<file path="src/rtl/instr_fetch_pkg.sv">
// Shared types and constants for the instruction fetch stage.
// Holds the fetch FSM encoding, the canonical NOP word and the datapath widths.
package instr_fetch_pkg;

  localparam int XLEN     = 32;
  localparam int OPCODE_W = 7;

  // addi x0, x0, 0
  localparam logic [XLEN-1:0] NOP_INSTR = 32'h0000_0013;

  typedef enum logic [1:0] {
    FETCH = 2'd0,
    WAIT  = 2'd1,
    HOLD  = 2'd2
  } fetch_state_t;

  function automatic logic [XLEN-1:0] word_align(input logic [XLEN-1:0] addr);
    return {addr[XLEN-1:2], 2'b00};
  endfunction

endpackage

</file>
<file path="src/rtl/instr_fetch_pc_next.sv">
// Next-PC arithmetic for the fetch stage: sequential increment and redirect mux.
// Purely combinational; the redirect target is forced onto a word boundary here.
module instr_fetch_pc_next
  import instr_fetch_pkg::*;
(
  input  logic [XLEN-1:0] pc,
  input  logic            pc_src,
  input  logic [XLEN-1:0] pc_target,
  output logic [XLEN-1:0] pc_plus4,
  output logic [XLEN-1:0] next_pc,
  output logic            target_misaligned
);

  // Natural 32-bit overflow gives the required wrap from 0xFFFF_FFFC to 0.
  assign pc_plus4          = pc + 32'd4;
  assign next_pc           = pc_src ? word_align(pc_target) : pc_plus4;
  assign target_misaligned = pc_src && (pc_target[1:0] != 2'b00);

endmodule

</file>
<file path="src/rtl/instr_fetch.sv">
// Single-outstanding instruction fetch: FETCH issues a request, WAIT takes the
// response, HOLD presents the instruction until the consumer advances (stall low).
module instr_fetch
  import instr_fetch_pkg::*;
#(
  parameter logic [XLEN-1:0] RESET_PC = 32'h0000_0000
) (
  input  logic                clk,
  input  logic                rst_n,
  input  logic                stall,
  input  logic                PCSrc,
  input  logic [XLEN-1:0]     PCTarget,
  output logic                imem_req,
  output logic [XLEN-1:0]     imem_addr,
  input  logic                imem_rvalid,
  input  logic [XLEN-1:0]     imem_rdata,
  output logic [XLEN-1:0]     PC,
  output logic [XLEN-1:0]     PCPlus4,
  output logic [XLEN-1:0]     Instr,
  output logic [OPCODE_W-1:0] opcode,
  output logic                instr_valid,
  output logic                misalign_err
);

  fetch_state_t    state;
  fetch_state_t    state_next;
  logic [XLEN-1:0] pc_q;
  logic [XLEN-1:0] instr_q;
  logic [XLEN-1:0] next_pc;
  logic            misalign_q;
  logic            run_q;
  logic            target_misaligned;
  logic            advance;
  logic            capture;

  // run_q keeps the first request out of the reset cycle itself.
  assign advance = (state == HOLD) && !stall;
  assign capture = (state == WAIT) && imem_rvalid;

  instr_fetch_pc_next pc_next (
    .pc                (pc_q),
    .pc_src            (PCSrc),
    .pc_target         (PCTarget),
    .pc_plus4          (PCPlus4),
    .next_pc           (next_pc),
    .target_misaligned (target_misaligned)
  );

  always_ff @(posedge clk) begin
    if (!rst_n) begin
      state <= FETCH;
    end else begin
      state <= state_next;
    end
  end

  always_comb begin
    state_next = state;
    case (state)
      FETCH:   if (run_q)       state_next = WAIT;
      WAIT:    if (imem_rvalid) state_next = HOLD;
      HOLD:    if (!stall)      state_next = FETCH;
      default:                  state_next = FETCH;
    endcase
  end

  always_comb begin
    imem_req    = 1'b0;
    instr_valid = 1'b0;
    case (state)
      FETCH:   imem_req    = run_q;
      HOLD:    instr_valid = 1'b1;
      default: ;
    endcase
  end

  always_ff @(posedge clk) begin
    if (!rst_n) begin
      run_q      <= 1'b0;
      pc_q       <= word_align(RESET_PC);
      instr_q    <= NOP_INSTR;
      misalign_q <= 1'b0;
    end else begin
      run_q <= 1'b1;
      if (capture) begin
        instr_q <= imem_rdata;
      end
      if (advance) begin
        pc_q <= next_pc;
        if (target_misaligned) begin
          misalign_q <= 1'b1;
        end
      end
    end
  end

  assign PC           = pc_q;
  assign imem_addr    = pc_q;
  assign Instr        = instr_valid ? instr_q : NOP_INSTR;
  assign opcode       = Instr[OPCODE_W-1:0];
  assign misalign_err = misalign_q;

endmodule

</file>
<file path="config.mk">
export PLATFORM = sky130hd
export DESIGN_NAME = instr_fetch
export DESIGN_NICKNAME = d
export VERILOG_FILES = /design/src/rtl/instr_fetch_pkg.sv /design/src/rtl/instr_fetch_pc_next.sv /design/src/rtl/instr_fetch.sv
export SDC_FILE = /design/constraint.sdc
export NUM_CORES = 1
export LEC_CHECK = 0
export CAP_MARGIN = 20
export CORE_ASPECT_RATIO = 1.1
export CORE_MARGIN = 3
export CORE_UTILIZATION = 42
export CTS_BUF_LIST = sky130_fd_sc_hd__clkbuf_16
export DETAILED_ROUTE_END_ITERATION = 16
export GPL_TIMING_DRIVEN = 0
export PLACE_DENSITY = 0.82
export REMOVE_ABC_BUFFERS = 1
export SLEW_MARGIN = 20
export SYNTH_ARGS = -nofsm -noshare
export SYNTH_HDL_FRONTEND = slang
export SYNTH_HIERARCHICAL = 1
export SYNTH_SLANG_ARGS = --single-unit
</file>
<file path="constraint.sdc">
create_clock -name clk -period 2.9 [get_ports clk]
set_input_delay 0.435 -clock clk [delete_from_list [all_inputs] [get_ports clk]]
set_output_delay 0.435 -clock clk [all_outputs]
set_load 0.02 [all_outputs]
</file>
---- Yosys cells after proc, flatten, opt, wreduce, memory -nomap -nowiden ----
Cells that the tools add are included.
storage, ports and cells
  register bits after elaboration ......... 68
  latch bits .............................. 0
  bits in writable memories ............... 0
  memory bits (read-only) ................. 0
  input bits .............................. 69
  word-level logic and storage cells ...... 28
  memories kept ........................... 0
operators by class
  add/sub/neg operators ................... 1
  $mul .................................... 0
  div/mod/pow operators ................... 0
  order comparisons ....................... 0
  equal/unequal tests ..................... 5
  shifts and indexed selects .............. 0
  multiplexer cells ....................... 9
  bitwise gates (word level) .............. 0
  reduce and logical (&&, ||, !) cells .... 8
operators with widths
  operator                 count
  $mux W32                 2
  $add A32 B3 Y32 const B  1
  $mux W2                  3
  $ne A2 B2 Y1 const B     3
  $pmux W2 S3              1
  $logic_and A1 B1 Y1      3
  $mux W1                  3
  $reduce_and A3 Y1        1
  $eq A2 B1 Y1 const B     1
  $eq A2 B2 Y1 const B     1
  $logic_not A2 Y1         1
  $reduce_and A2 Y1        1
  $reduce_bool A2 Y1       1
  $logic_not A1 Y1         1

---- Depth between registers and ports, before layout ----
  depth in word-level cells ............... 3
  gate-level depth with buffers ........... 7
  gate-level depth less buffers ........... 7

---- By module ----
Netlist, hierarchy kept.
by module, submodules not included
  module               times used  cells an instance  area each (um^2)
  instr_fetch          1           368                3246.9
  instr_fetch_pc_next  1           174                1117.3

---- Worst setup path before layout ----
Ideal clock, no wire load.
  path type ............................... flip-flop to output port
  start point ............................. reg pc_q[2], in the netlist PC[2]
  end point ............................... out PCPlus4[20]
  data arrival time ....................... 2054 ps
  data required time ...................... 2465 ps
  setup slack ............................. 411 ps
  cell stages (with the launch flop) ...... 6
  path buffers ............................ 0
  cell sequence ........................... dfxtp_1 -> ha_1 -> nand3_1 -> or4_1 -> or3_1 -> nand2_1
between the ends
  longest elaborated chain between the ends .. 1
ends and longest elaborated chain
  what                    RTL line                   RTL
  start, declared         instr_fetch.sv:27          logic [XLEN-1:0] pc_q;
  start signal, assigned  instr_fetch.sv:80          pc_q <= word_align(RESET_PC);
  start signal, assigned  instr_fetch.sv:89          pc_q <= next_pc;
  $add A32 B3 Y32         instr_fetch_pc_next.sv:15  assign pc_plus4 = pc + 32'd4;
  end, declared           instr_fetch.sv:18          output logic [XLEN-1:0] PCPlus4,
No other way between the ends.

---- Worst setup path in the final report ----
  start point ............................. reg pc_q[6], in the netlist PC[6]
  end point ............................... out PCPlus4[19]
The elaborated chain is that of the path after synthesis.

==> impl_metrics.env <==
export IMPL_status="finished, final reports clean"
export IMPL_instances_no_fill=818
export IMPL_slew_headroom_pct=54.2
export IMPL_dieArea_um2=11700
export IMPL_clkPwrFrac_pct=44.7
export IMPL_startpoint="PC[6]$_SDFFE_PN0P_"
export IMPL_swShare_pct=23.9
export IMPL_placed_cell_area_um2=6140
export IMPL_drtIter0Drc=147
export IMPL_fmax_ghz=0.356
export IMPL_p_int_mw=1.79
export IMPL_pwr_share_comb_pct=13.5
export IMPL_seqPwrFrac_pct=41.9
export IMPL_ys_warn_count=6
export IMPL_switchingPower_mw=0.563
export IMPL_rsz0062_at_grt="true"
export IMPL_r2r_worst_path_cells=6
export IMPL_synthFlopType="dfxtp_1"
export IMPL_dp_cells=797
export IMPL_r2r_start="PC[11]$_SDFFE_PN0P_"
export IMPL_place_hpwl_mm=9.73
export IMPL_clk_pin_slew_ns=0.06
export IMPL_fin_area_um2=6560
export IMPL_vias=4321
export IMPL_finalSetupTns_ns=0
export IMPL_critical_path_endpoint="PCPlus4[19]"
export IMPL_hold_viol=0
export IMPL_grt_util_met3_pct=7.40
export IMPL_grt_use_met1_pct=24.4
export IMPL_yosysSeqAreaShare_pct=31.2
export IMPL_worst_slew_pin_slew_ns=0.685
export IMPL_nets=764
export IMPL_powerDensity_nw_per_um2=359
export IMPL_die_w_um=103
export IMPL_synth_edf_count=0
export IMPL_io_buffers=206
export IMPL_drc=0
export IMPL_netlist_top_cell_by_area="dfxtp_1"
export IMPL_numCtsBuffers=9
export IMPL_slew_viol_final=0
export IMPL_required_ns=2.47
export IMPL_start_util_pct=43.7
export IMPL_place_congestion=0.829
export IMPL_row_count=38
export IMPL_synth_most_common_cell="nand2_1"
export IMPL_clkSinkCount=68
export IMPL_busiest_layer="met2"
export IMPL_grt_pass1_wl_mm=20.5
export IMPL_via_per_inst=5.28
export IMPL_min_path_type="reg2reg"
export IMPL_area_growth_pct=50.3
export IMPL_fp_dieH_um=113
export IMPL_clockBufferDepth=2
export IMPL_yosysTopAreaCellShare_pct=31.2
export IMPL_worstSetupStartpointType="flop"
export IMPL_cp_arrival_ns=2.38
export IMPL_async_flop_share_pct=0
export IMPL_timing_final_crit_share_pct=96.9
export IMPL_wl_per_cell_um=16.1
export IMPL_syn_instance_count=542
export IMPL_p_leak_nw=2.58
export IMPL_syn_avg_cell_area_um2=8.05
export IMPL_yosys_top_cells_count="149 x nand2_1, 68 x dfxtp_1, 61 x mux2i_1, 43 x buf_4, 30 x and2_1"
export IMPL_core_um2=9980
export IMPL_grt_pass1_vias=4244
export IMPL_cts_htree_levels=3
export IMPL_ios=207
export IMPL_critical_path_class="reg2out"
export IMPL_path_max_fanout=8
export IMPL_synth_area_leaders="dfxtp_1 31%, mux2i_1 14%, nand2_1 13%"
export IMPL_reg2reg_slack_ns=0.65
export IMPL_cts_root_buf="clkbuf_16"
export IMPL_ant_nets=0
export IMPL_antenna_found_initial=0
export IMPL_cap_violations=0
export IMPL_drive_gt1_share_pct=11.6
export IMPL_antennaDiodeCount=0
export IMPL_grt_max_degree=69
export IMPL_period_needed_ns=2.81
export IMPL_ys_types=46
export IMPL_total_power_mw=2.35
export IMPL_wl_mm=13.2
export IMPL_timing_rr_end="PC[24]$_SDFFE_PN0P_"
export IMPL_fin_skew_ns=0.00284
export IMPL_hold_buffers=0
export IMPL_cts_tree="yes"
export IMPL_grtUsageTotal_pct=22.2
export IMPL_setup_viol=0
export IMPL_firstDrtPassIters=4
export IMPL_met2_usage_pct=37.8
export IMPL_overflow=0
export IMPL_cp_end_kind="output pin"
export IMPL_syn_cell_area_um2=4360
export IMPL_ys_ff_latch=68
export IMPL_ir_drop_mv=0.312
export IMPL_clkLatencyLatePin_ns=0.33
## power groups by stage
stage	clock [mW]	sequential [mW]	combinational, mW
final	1.05	0.986	0.317
after global routing	1.11	0.990	0.344
after CTS	1.08	0.986	0.320
after detailed placement	0	1.01	0.319
after floorplan	0	1.01	0.123
after global placement	0	1.00	0.313
## flip-flops by register name, indices dropped and copies added (netlist names)
register	count
run_q	1
misalign_err	1
PC	32
instr_q	32
state	2
## layout make-up
type / instances / area, µm²
multi-input combinational: 389 / 2530
clock inverter: 6 / 56.3
timing repair buffer: 217 / 2180
clock buffer: 9 / 225
tap: 120 / 150
fill: 808 / 3420
inverter: 9 / 33.8
sequential: 68 / 1380
## logic make-up after synthesis
family / synth area share (%)
buffers and inverters: 13.0
DFF: 31.2
adders and majority gates: 0.287
AOI/OAI and AO/OA: 5.13
muxes: 17.9
and+or+nand+nor: 29.0
xor gates and xnor gates: 3.61
## layer usage
| layer | up-vias | wire length (µm) |
|---|---|---|
| li1 | 2092 | - |
| met1 | 1988 | 5080 |
| met2 | 219 | 6320 |
| met3 | 22 | 1440 |
| met4 | 0 | 340 |
| met5 | - | 0 |
## worst min path at each step
stage	from	to	cells past startpoint
5_1_grt	instr_q[2]$_SDFFE_PN0P_	instr_q[2]$_SDFFE_PN0P_	2
3_5_place_dp	instr_q[16]$_SDFFE_PN0P_	instr_q[16]$_SDFFE_PN0P_	2
3_3_place_gp	instr_q[16]$_SDFFE_PN0P_	instr_q[16]$_SDFFE_PN0P_	2
6_report	instr_q[31]$_SDFFE_PN0P_	instr_q[31]$_SDFFE_PN0P_	2
4_1_cts	instr_q[31]$_SDFFE_PN0P_	instr_q[31]$_SDFFE_PN0P_	2
2_1_floorplan	instr_q[10]$_SDFFE_PN0P_	instr_q[10]$_SDFFE_PN0P_	2
## through the flow
stage	hold slack [ns]	setup WS, ns	util, %
2_1_floorplan	0.430	0.158	-
3_3_place_gp	0.437	-1.66	60.5
3_5_place_dp	0.443	-0.412	61.5
4_1_cts	0.457	-0.0281	65.6
5_1_grt	0.481	-0.00324	65.7
6_report	0.452	0.0887	65.7
## cells in the final DEF (no fill, tap or decap), types with 2 or more instances in the layout
cell | netlist | final
o21ai_0 | 4 | 3
or3_1 | 2 | 2
xor2_1 | 7 | 7
clkdlybuf4s50_1 | 0 | 186
dlygate4sd2_1 | 0 | 6
nor2_1 | 19 | 19
nor2b_1 | 6 | 6
dfxtp_1 | 68 | 50
or4_4 | 0 | 2
nand3_4 | 0 | 2
nand3_1 | 10 | 9
o31ai_1 | 5 | 5
nor3_1 | 3 | 3
nand4_1 | 10 | 10
dlymetal6s2s_1 | 0 | 7
nor4_1 | 8 | 4
buf_6 | 3 | 2
buf_4 | 43 | 6
buf_8 | 2 | 2
mux2_2 | 15 | 15
clkinv_2 | 0 | 3
clkbuf_2 | 0 | 5
dfxtp_2 | 0 | 18
mux2i_1 | 61 | 61
o211ai_1 | 3 | 3
nand4b_1 | 4 | 4
xnor2_1 | 11 | 11
clkbuf_16 | 0 | 9
and2_1 | 30 | 30
a221o_1 | 4 | 4
and4_1 | 3 | 3
nor4_2 | 1 | 2
or4_1 | 6 | 4
inv_1 | 8 | 8
nor4_4 | 0 | 3
nand2_1 | 149 | 149
and3_1 | 4 | 4
a31oi_1 | 10 | 10
## worst max-delay path, stage by stage, from the launching register on
cell and delay (ns):
dfxtp_2 0.40, nand4_1 0.22, buf_6 0.21, nor4_4 0.33
or3b_2 0.49, nand2_1 0.11, clkdlybuf4s15_2 0.28
## timing repair
| item | CTS | global route |
|---|---|---|
| gates resized for setup | 49 | 16 |
| setup endpoints to repair | 29 | 15 |
| setup buffers | 4 | 2 |
| pin swaps | 4 | 5 |
Power figures use the tool's default switching activity.
==> variant (config.mk and constraints unchanged) <==
Set the package constant `XLEN` to 36 (it was 32).
--- a/src/rtl/instr_fetch_pkg.sv
+++ b/src/rtl/instr_fetch_pkg.sv
@@ -4,3 +4,3 @@
 
-  localparam int XLEN     = 32;
+  localparam int XLEN     = 36;
   localparam int OPCODE_W = 7;
Ports: changed (6 resized); port bits go from 207 to 231. No check against the original RTL was run, so the function may have changed too.
==> variant against the unedited design <==
Synthesized area up 16%. Critical path type unchanged. Largest cell class unchanged. First-iteration DRC count up 110%. Design area is 17% higher. Routed wire length rose by 21%. Die area is 15% higher. Sequential cell count rose by 8. Worst setup slack worse by 0.049 ns. Global-route usage grew 0.17 points. Total power rose by 8.7%. Synthesized cell count up 19%.
==> variant: results (changes against the unedited design) <==
stage	metric	value	unit	change
yosys	synth_compound_area_share	6.88	%	+1.7 points
yosys	synth-seq-area-share	30.0	%	-1.2 points
finish	drive_gt1_share	14.0	%	+2.4 points
finish	finalNetCount	898		+18%
yosys	synthTopCellsByCount	nand2_1, dfxtp_1, mux2i_1		
worst_hold_path	min_from	instr_q[2]		
global_routing	grt_pass1_vias	5006		+18%
sta	worstMarginPinSlew	0.711	ns	+0.0257 ns
critical_path	critPathCapture	PCPlus4[32]		
pwr	vdd_drop_max	0.311	mV	-0.53%
critical_path	r2r-start	PC[13]		
drt	vias	5270		+22%
global_routing	gr-usage-all-layers	22.4	%	+0.17 points
drt	wl	16.0	mm	+21%
placed_design	io_buffers	230		+12%
global_routing	grt_pass1_wl	24.9	mm	+21%
placed_design	dp_cells	943		+18%
drt	first_iter_violations	303		+110%
yosys	synth.area.top_cells	dfxtp_1, mux2i_1, nand2_1		
status	outcome	finished clean		
drt	drt_pass1_iterations	5		+1
drt	vias_per_cell	5.41		+2.4%
placed_design	globalplace.congestion	0.848		+2.2%
global_routing	grt_start_max_net_pins	89		+29%
finish	antenna_cells	0		unchanged
yosys	synth_fa_ha_area_share	0.246	%	-0.040 points
critical_path	cpPeakStageDelay	0.64	ns	+0.15 ns
yosys	synth.avg_cell_area	7.90	µm²	-1.9%
pwr	leakage	2.89	nW	+12%
critical_path	arrival	2.42	ns	+0.04 ns
critical_path	cp_slowest_cell	or4_4		
yosys	synth-xor-area-share	3.79	%	+0.18 points
critical_path	reg2reg_depth	7		+1
placed_design	dp_hpwl	11.4	mm	+17%
critical_path	r2r_slack	0.55	ns	-0.10 ns
critical_path	rr_endpoint	PC[32]		
[variant: cell types whose count changed after synthesis, sizes merged, moves of 3 or more]
cell    change
mux2        -3
or4         +7
buf         +7
o31ai       +3
or2         +3
clkbuf      +3
nor2b       +3
nor2        +6
nand2      +28
mux2i       +8
and2        +5
dfxtp       +8
nand3       +5
nor3        +4
[variant: cell families after synthesis]
| group | after synthesis |
|---|---|
| flip-flops | 76 |
| adder cells (fa/ha/maj) | 1 |
| buffers and inverters | 96 |
| XOR/XNOR | 22 |
| AO/OA/AOI/OAI | 45 |
| AND/OR/NAND/NOR | 322 |
| multiplexers | 81 |
[variant: worst min path at each step]
stage / endpoint / slack (ns)
6_report: instr_q[2] / 0.45
3_5_place_dp: instr_q[2] / 0.44
3_3_place_gp: instr_q[28] / 0.44
4_1_cts: instr_q[2] / 0.45
2_1_floorplan: instr_q[10] / 0.43
5_1_grt: instr_q[9] / 0.47
[variant: what timing repair did]
item	in CTS	in global routing
cloned	1	1
pin swaps	6	5
endpoints found under the setup margin	26	30
buffers inserted	9	5
resized for setup	94	31
[variant: worst max-delay path, delay by kind of cell (launching register included)]
kind | cells | cell delay [ns]
and+or+nand+nor | 4 | 1.41
DFF | 1 | 0.40
buffers and inverters | 2 | 0.29
[variant: report_power, final]
part / switching (W) / internal (W) / total, W
Sequential: 0.0000275 / 0.00106 / 0.00109
Clock: 0.000444 / 0.000663 / 0.00111
Combinational: 0.000164 / 0.000199 / 0.000363
[variant: area by class of cell]
type,count,area (µm²)
clock buffer,9,225
clock inverter,6,65.1
fill,946,3970
inverter,10,37.5
multi-input combinational,473,3110
sequential,76,1590
tap,150,188
timing repair buffer,250,2460
[variant: routing by layer]
layer | track usage, % | vias up | part of all wire, %
li1 | - | 2501 | -
met1 | 25.1 | 2456 | 38
met2 | 39.8 | 282 | 50
met3 | 7.63 | 31 | 9.9
met4 | 7.62 | 0 | 2.1
met5 | 0 | - | 0
[variant: metrics by stage]
step                TNS (ns)  area [µm²]  hold slack, ns  total power (W)  setup WS (ns)
finish                     0        7670           0.450          0.00256         0.0400
CTS                   -0.273        7570           0.454          0.00260        -0.0901
detailed placement     -4.66        7080           0.444          0.00149         -0.491
global placement     -154.16        6980           0.437          0.00148          -2.02
floorplan                  0        4490           0.430          0.00127         0.0274
global route               0        7670           0.474          0.00267       0.000318
